**config.mk**
```make
export PLATFORM = sky130hd
export DESIGN_NAME = i2c_byte_transmitter
export DESIGN_NICKNAME = d
export VERILOG_FILES = /design/src/rtl/i2c_byte_transmitter.sv
export SDC_FILE = /design/constraint.sdc
export NUM_CORES = 1
export LEC_CHECK = 0
export BUFFER_PORTS_ARGS = -buffer_cell sky130_fd_sc_hd__buf_2
export CORE_ASPECT_RATIO = 0.75
export CORE_UTILIZATION = 25
export CTS_CLUSTER_DIAMETER = 150
export DETAILED_ROUTE_END_ITERATION = 8
export PLACE_DENSITY = 0.51
export SYNTH_ARGS = -nofsm -noshare
export SYNTH_HDL_FRONTEND = slang
export SYNTH_SLANG_ARGS = --single-unit
```
**constraint.sdc**
```tcl
create_clock -name CLK -period 2.45 [get_ports CLK]
set_input_delay 0.1225 -clock CLK [delete_from_list [all_inputs] [get_ports CLK]]
set_output_delay 0.1225 -clock CLK [all_outputs]
set_load 0.1 [all_outputs]
```
**src/rtl/i2c_byte_transmitter.sv**
```systemverilog
`default_nettype none
// ============================================================================
// i2c_byte_transmitter : single-master I2C write (START, addr+W, data, STOP).
// Optional I2C_TX_BURST_EN chains further bytes on ACK2 without STOP/START.
// Revision: 1.0
// ============================================================================
module i2c_byte_transmitter #(
  parameter int unsigned CLK_DIV = 4,
  parameter logic [6:0]  ADDR    = 7'h50
) (
  input  logic       CLK,
  input  logic       RST,
  input  logic [7:0] TX_DATA,
  input  logic       TX_VALID,
  output logic       TX_READY,
  input  logic       SDA_IN,
  output logic       SDA_OUT,
  output logic       SCL_OUT,
  output logic       BUSY,
  output logic       ACK_ERR
);

  localparam int unsigned        c_div_w     = (CLK_DIV > 1) ? $clog2(CLK_DIV) : 1;
  localparam logic [c_div_w-1:0] c_div_last  = c_div_w'(CLK_DIV - 1);
  localparam logic [c_div_w-1:0] c_div_one   = c_div_w'(1);
  localparam logic [7:0]         c_addr_byte = {ADDR, 1'b0};

  typedef enum logic [2:0] {
    S_IDLE  = 3'd0,
    S_START = 3'd1,
    S_ADDR  = 3'd2,
    S_ACK1  = 3'd3,
    S_DATA  = 3'd4,
    S_ACK2  = 3'd5,
    S_STOP  = 3'd6
  } state_t;

  state_t             state_q, state_d;
  logic [c_div_w-1:0] div_q, div_d;
  logic [1:0]         qtr_q, qtr_d;
  logic [2:0]         bit_q, bit_d;
  logic [7:0]         data_q, data_d;
  logic               ack_err_q, ack_err_d;
`ifdef I2C_TX_BURST_EN
  logic               pend_q, pend_d;
`endif

  logic w_tick;
  logic w_slot_end;
  logic w_ack_sample;

  assign w_tick       = (div_q == c_div_last);
  assign w_slot_end   = w_tick && (qtr_q == 2'd3);
  assign w_ack_sample = w_tick && (qtr_q == 2'd2);
  assign ACK_ERR      = ack_err_q;

  always_ff @(posedge CLK or posedge RST) begin
    if (RST) begin
      state_q   <= S_IDLE;
      div_q     <= '0;
      qtr_q     <= 2'd0;
      bit_q     <= 3'd7;
      data_q    <= 8'd0;
      ack_err_q <= 1'b0;
`ifdef I2C_TX_BURST_EN
      pend_q    <= 1'b0;
`endif
    end else begin
      state_q   <= state_d;
      div_q     <= div_d;
      qtr_q     <= qtr_d;
      bit_q     <= bit_d;
      data_q    <= data_d;
      ack_err_q <= ack_err_d;
`ifdef I2C_TX_BURST_EN
      pend_q    <= pend_d;
`endif
    end
  end

  always_comb begin
    state_d   = state_q;
    div_d     = div_q;
    qtr_d     = qtr_q;
    bit_d     = bit_q;
    data_d    = data_q;
    ack_err_d = ack_err_q;
`ifdef I2C_TX_BURST_EN
    pend_d    = 1'b0;
`endif
    TX_READY  = 1'b0;
    BUSY      = 1'b1;
    SCL_OUT   = qtr_q[1];
    SDA_OUT   = 1'b1;

    // The divider and quarter counter free-run in every bit slot; the 2-bit add wraps 3->0.
    if (w_tick) begin
      div_d = '0;
      qtr_d = qtr_q + 2'd1;
    end else begin
      div_d = div_q + c_div_one;
    end

    case (state_q)
      S_IDLE: begin
        TX_READY = 1'b1;
        BUSY     = 1'b0;
        SCL_OUT  = 1'b1;
        div_d    = '0;
        qtr_d    = 2'd0;
        if (TX_VALID) begin
          data_d    = TX_DATA;
          ack_err_d = 1'b0;
          state_d   = S_START;
        end
      end
      S_START: begin
        SCL_OUT = 1'b1;
        SDA_OUT = ~qtr_q[1];
        if (w_slot_end) state_d = S_ADDR;
      end
      S_ADDR: begin
        SDA_OUT = c_addr_byte[bit_q];
        if (w_slot_end) begin
          if (bit_q == 3'd0) state_d = S_ACK1;
          else               bit_d   = bit_q - 3'd1;
        end
      end
      S_ACK1: begin
        if (w_ack_sample && SDA_IN) ack_err_d = 1'b1;
        if (w_slot_end) state_d = ack_err_q ? S_STOP : S_DATA;
      end
      S_DATA: begin
        SDA_OUT = data_q[bit_q];
        if (w_slot_end) begin
          if (bit_q == 3'd0) state_d = S_ACK2;
          else               bit_d   = bit_q - 3'd1;
        end
      end
      S_ACK2: begin
        if (w_ack_sample && SDA_IN) ack_err_d = 1'b1;
`ifdef I2C_TX_BURST_EN
        // A byte accepted in q3 is held pending until the slot completes.
        TX_READY = (qtr_q == 2'd3) && !ack_err_q && !pend_q;
        pend_d   = pend_q;
        if (TX_VALID && TX_READY) begin
          data_d = TX_DATA;
          pend_d = 1'b1;
        end
        if (w_slot_end) state_d = (pend_q || (TX_VALID && TX_READY)) ? S_DATA : S_STOP;
`else
        if (w_slot_end) state_d = S_STOP;
`endif
      end
      S_STOP: begin
        SDA_OUT = (qtr_q == 2'd3);
        if (w_slot_end) state_d = S_IDLE;
      end
      default: begin
        state_d = S_IDLE;
      end
    endcase

    if (state_d != state_q) bit_d = 3'd7;
  end

endmodule
`default_nettype wire

```
==> impl_metrics.ini <==
[grt]
grt_pass1_wl_um = 3730
grt_start_max_net_pins = 20
grt_pass1_vias = 794
gr-total-overflow = 0
antenna_found_initial = 0
grtUsageTotal_pct = 10.6

[clock_network]
cts_tree = done
post_cts_resized = 0
cts.path.max_buffers = 2
clk_pin_slew_ns = 0.08
cts_setup_buffers = 0
cts_root_buf = clkbuf_8
clk_latency_ns = 0.26
numCtsBuffers = 3
h-tree-depth = 1
cts_sinks = 19
ctsHoldBuffers = 0

[detailed_routing]
detail-route-antenna-nets = 0
first_pass_iters = 5
routed_wl_um = 2170
drc = 0
vias = 772
via_per_inst = 4.51
wl_per_cell_um = 12.7
drt-initial-drc-count = 64

[finish]
final_area_um2 = 1270
fill_cells = 428
stdcell_count = 171
nets = 134
area_growth_pct = 19.6
mostFrequentLayoutCell = dfrtp_1
final_core_util_pct = 31.4
antenna_cells = 0
drive_gt1_share_pct = 37.9
mostFrequentLayoutCells = dfrtp_1 (16), buf_2 (15), nand2_1 (10)

[placed_design]
place_area_um2 = 1220
dpl.hpwl_um = 1630
portBuffers = 16
dp.cells = 167
place_congestion = 0.769

[setup_path]
r2r_setup_slack_ns = 0.40
reg2regPathDepth = 6
cp-start-kind = register
cp.arrival_ns = 2.19
crit_fanout = 5
worstSetupPathType = register to primary output
crit_required_ns = 2.33
cp-startpoint = bit_q[0]
end_kind = primary output
reg2reg_to = bit_q[1]
r2r_start = bit_q[0]

[logic_synthesis]
netlist_area_um2 = 1060
syn_inst = 99
synth_warnings = 0
syn-num-nets = 116
ys_ff_latch = 19
synth.distinct_cells = 38
syn_area_per_cell_um2 = 10.7
synth-seq-area-share_pct = 45.1

[sta]
final-hold-violation-count = 16
finalCritPeriodShare_pct = 94.3
worst_pin_slew_ns = 0.737
fmaxAchievable_mhz = 433
tns_ns = 0
setup-violations-final = 0
rsz0062_at_grt = no
maxSlewHeadroom_pct = 50.8
finalCriticalPeriod_ns = 2.31
hold_ws_ns = -0.0305
fin_skew_ns = 0.00203
slew_violations = 0

[power]
leakagePower_nw = 0.567
vdd_drop_max_mv = 0.323
power.density_nw_per_um2 = 1180

[die]
rows = 20
coreArea_um2 = 4050
start_util_pct = 26.2
ios = 17
die-height_um = 58.5
dieArea_um2 = 4520
dieWidth_um = 77.3

[job]
cap_violations = 0

[status]
violations = negative hold slack
status = finished with violations

[min_path]
hp-class = input pin to async pin
## cell type report
class / count / area, um^2 / share of cell area (%)
well taps: 55 / 68.8 / 5.41
clock buffers: 3 / 41.3 / 3.24
clock inverters: 1 / 7.51 / 0.590
multi-input cells: 69 / 552 / 43.4
flip-flops and latches: 19 / 479 / 37.7
inverters: 5 / 18.8 / 1.47
repair buffers: 19 / 105 / 8.26
## per-stage QoR
| stage | hold WS [ns] | power [mW] | setup slack, ns |
|---|---|---|---|
| after global routing | 0.0295 | 1.60 | 0.0338 |
| after CTS | 0.00244 | 1.52 | 0.0583 |
| after global placement | 0.277 | 1.26 | 0.419 |
| after detailed placement | 0.295 | 1.28 | 0.368 |
| after floorplan | 0.0714 | 1.13 | 0.163 |
| final | -0.0305 | 1.51 | 0.139 |
## critical path, cell delays in order (launching register included)
cell and delay (ns):
dfstp_2 0.59, mux4_1 0.59, a2111oi_2 0.42, nor3_2 0.09
buf_4 0.24
## cells in the mapped netlist (all sizes together)
| cell | number | area share (%) |
|---|---|---|
| dfrtp | 16 | 38 |
| nand2 | 11 | 4.1 |
| mux2 | 9 | 9.5 |
| o21ai | 6 | 2.8 |
| clkbuf | 5 | 1.9 |
| ha | 5 | 5.9 |
| inv | 5 | 1.8 |
| nor3 | 4 | 2.4 |
| xnor2 | 4 | 3.3 |
| dfstp | 3 | 7.4 |
| nand3b | 3 | 2.1 |
| nor2 | 3 | 1.1 |
| nor2b | 3 | 2.0 |
| o211ai | 2 | 1.4 |
| a2111oi | 1 | 1.4 |
| a211oi | 1 | 0.71 |
| a21oi | 1 | 0.47 |
| a222oi | 1 | 0.94 |
| a31oi | 1 | 0.59 |
| and2 | 1 | 0.59 |
| and3 | 1 | 0.71 |
| buf | 1 | 0.47 |
| maj3 | 1 | 1.1 |
| mux2i | 1 | 0.94 |
| mux4 | 1 | 2.5 |
| nand2b | 1 | 0.59 |
| nand3 | 1 | 0.47 |
| nand4 | 1 | 0.59 |
| nand4b | 1 | 0.82 |
| nor4 | 1 | 0.59 |
| o21a | 1 | 0.71 |
| o21bai | 1 | 0.71 |
| or3b | 1 | 0.82 |
| or4 | 1 | 1.1 |
## where the power goes
group / switching (mW) / internal [mW] / total, mW
registers: 0.0859 / 0.447 / 0.533
clock network: 0.116 / 0.115 / 0.231
logic: 0.478 / 0.264 / 0.742
## layer usage
layer,track usage (%),wire (um),vias to the layer above
met1,14.1,1120,371
met5,0,0,-
li1,-,-,382
met3,2.95,89,2
met2,16.9,939,17
met4,3.23,19,0
## sequential cells by signal, indices dropped and copies added (netlist names)
name / flops
data_q: 8
bit_q: 3
state_q: 3
ACK_ERR: 1
div_q: 2
qtr_q: 2
## kinds of logic (layout without fill, tap and decap cells)
logic type,Yosys count,after routing,synth area share [%]
AND/OR/NAND/NOR,33,33,17.9
XOR/XNOR,4,4,3.29
multiplexers,11,11,12.9
flip-flops,19,19,45.1
AO/OA/AOI/OAI,15,15,9.76
adder cells (fa/ha/maj),6,6,6.94
buffers and inverters,11,28,4.12
## worst max path at each step
stage          depth (start not counted)  endpoint
2_1_floorplan                          3      BUSY
3_3_place_gp                           4   SDA_OUT
3_5_place_dp                           4   SDA_OUT
4_1_cts                                4   SDA_OUT
5_1_grt                                4   SDA_OUT
6_report                               4   SDA_OUT
Power figures use the tool's default switching activity.
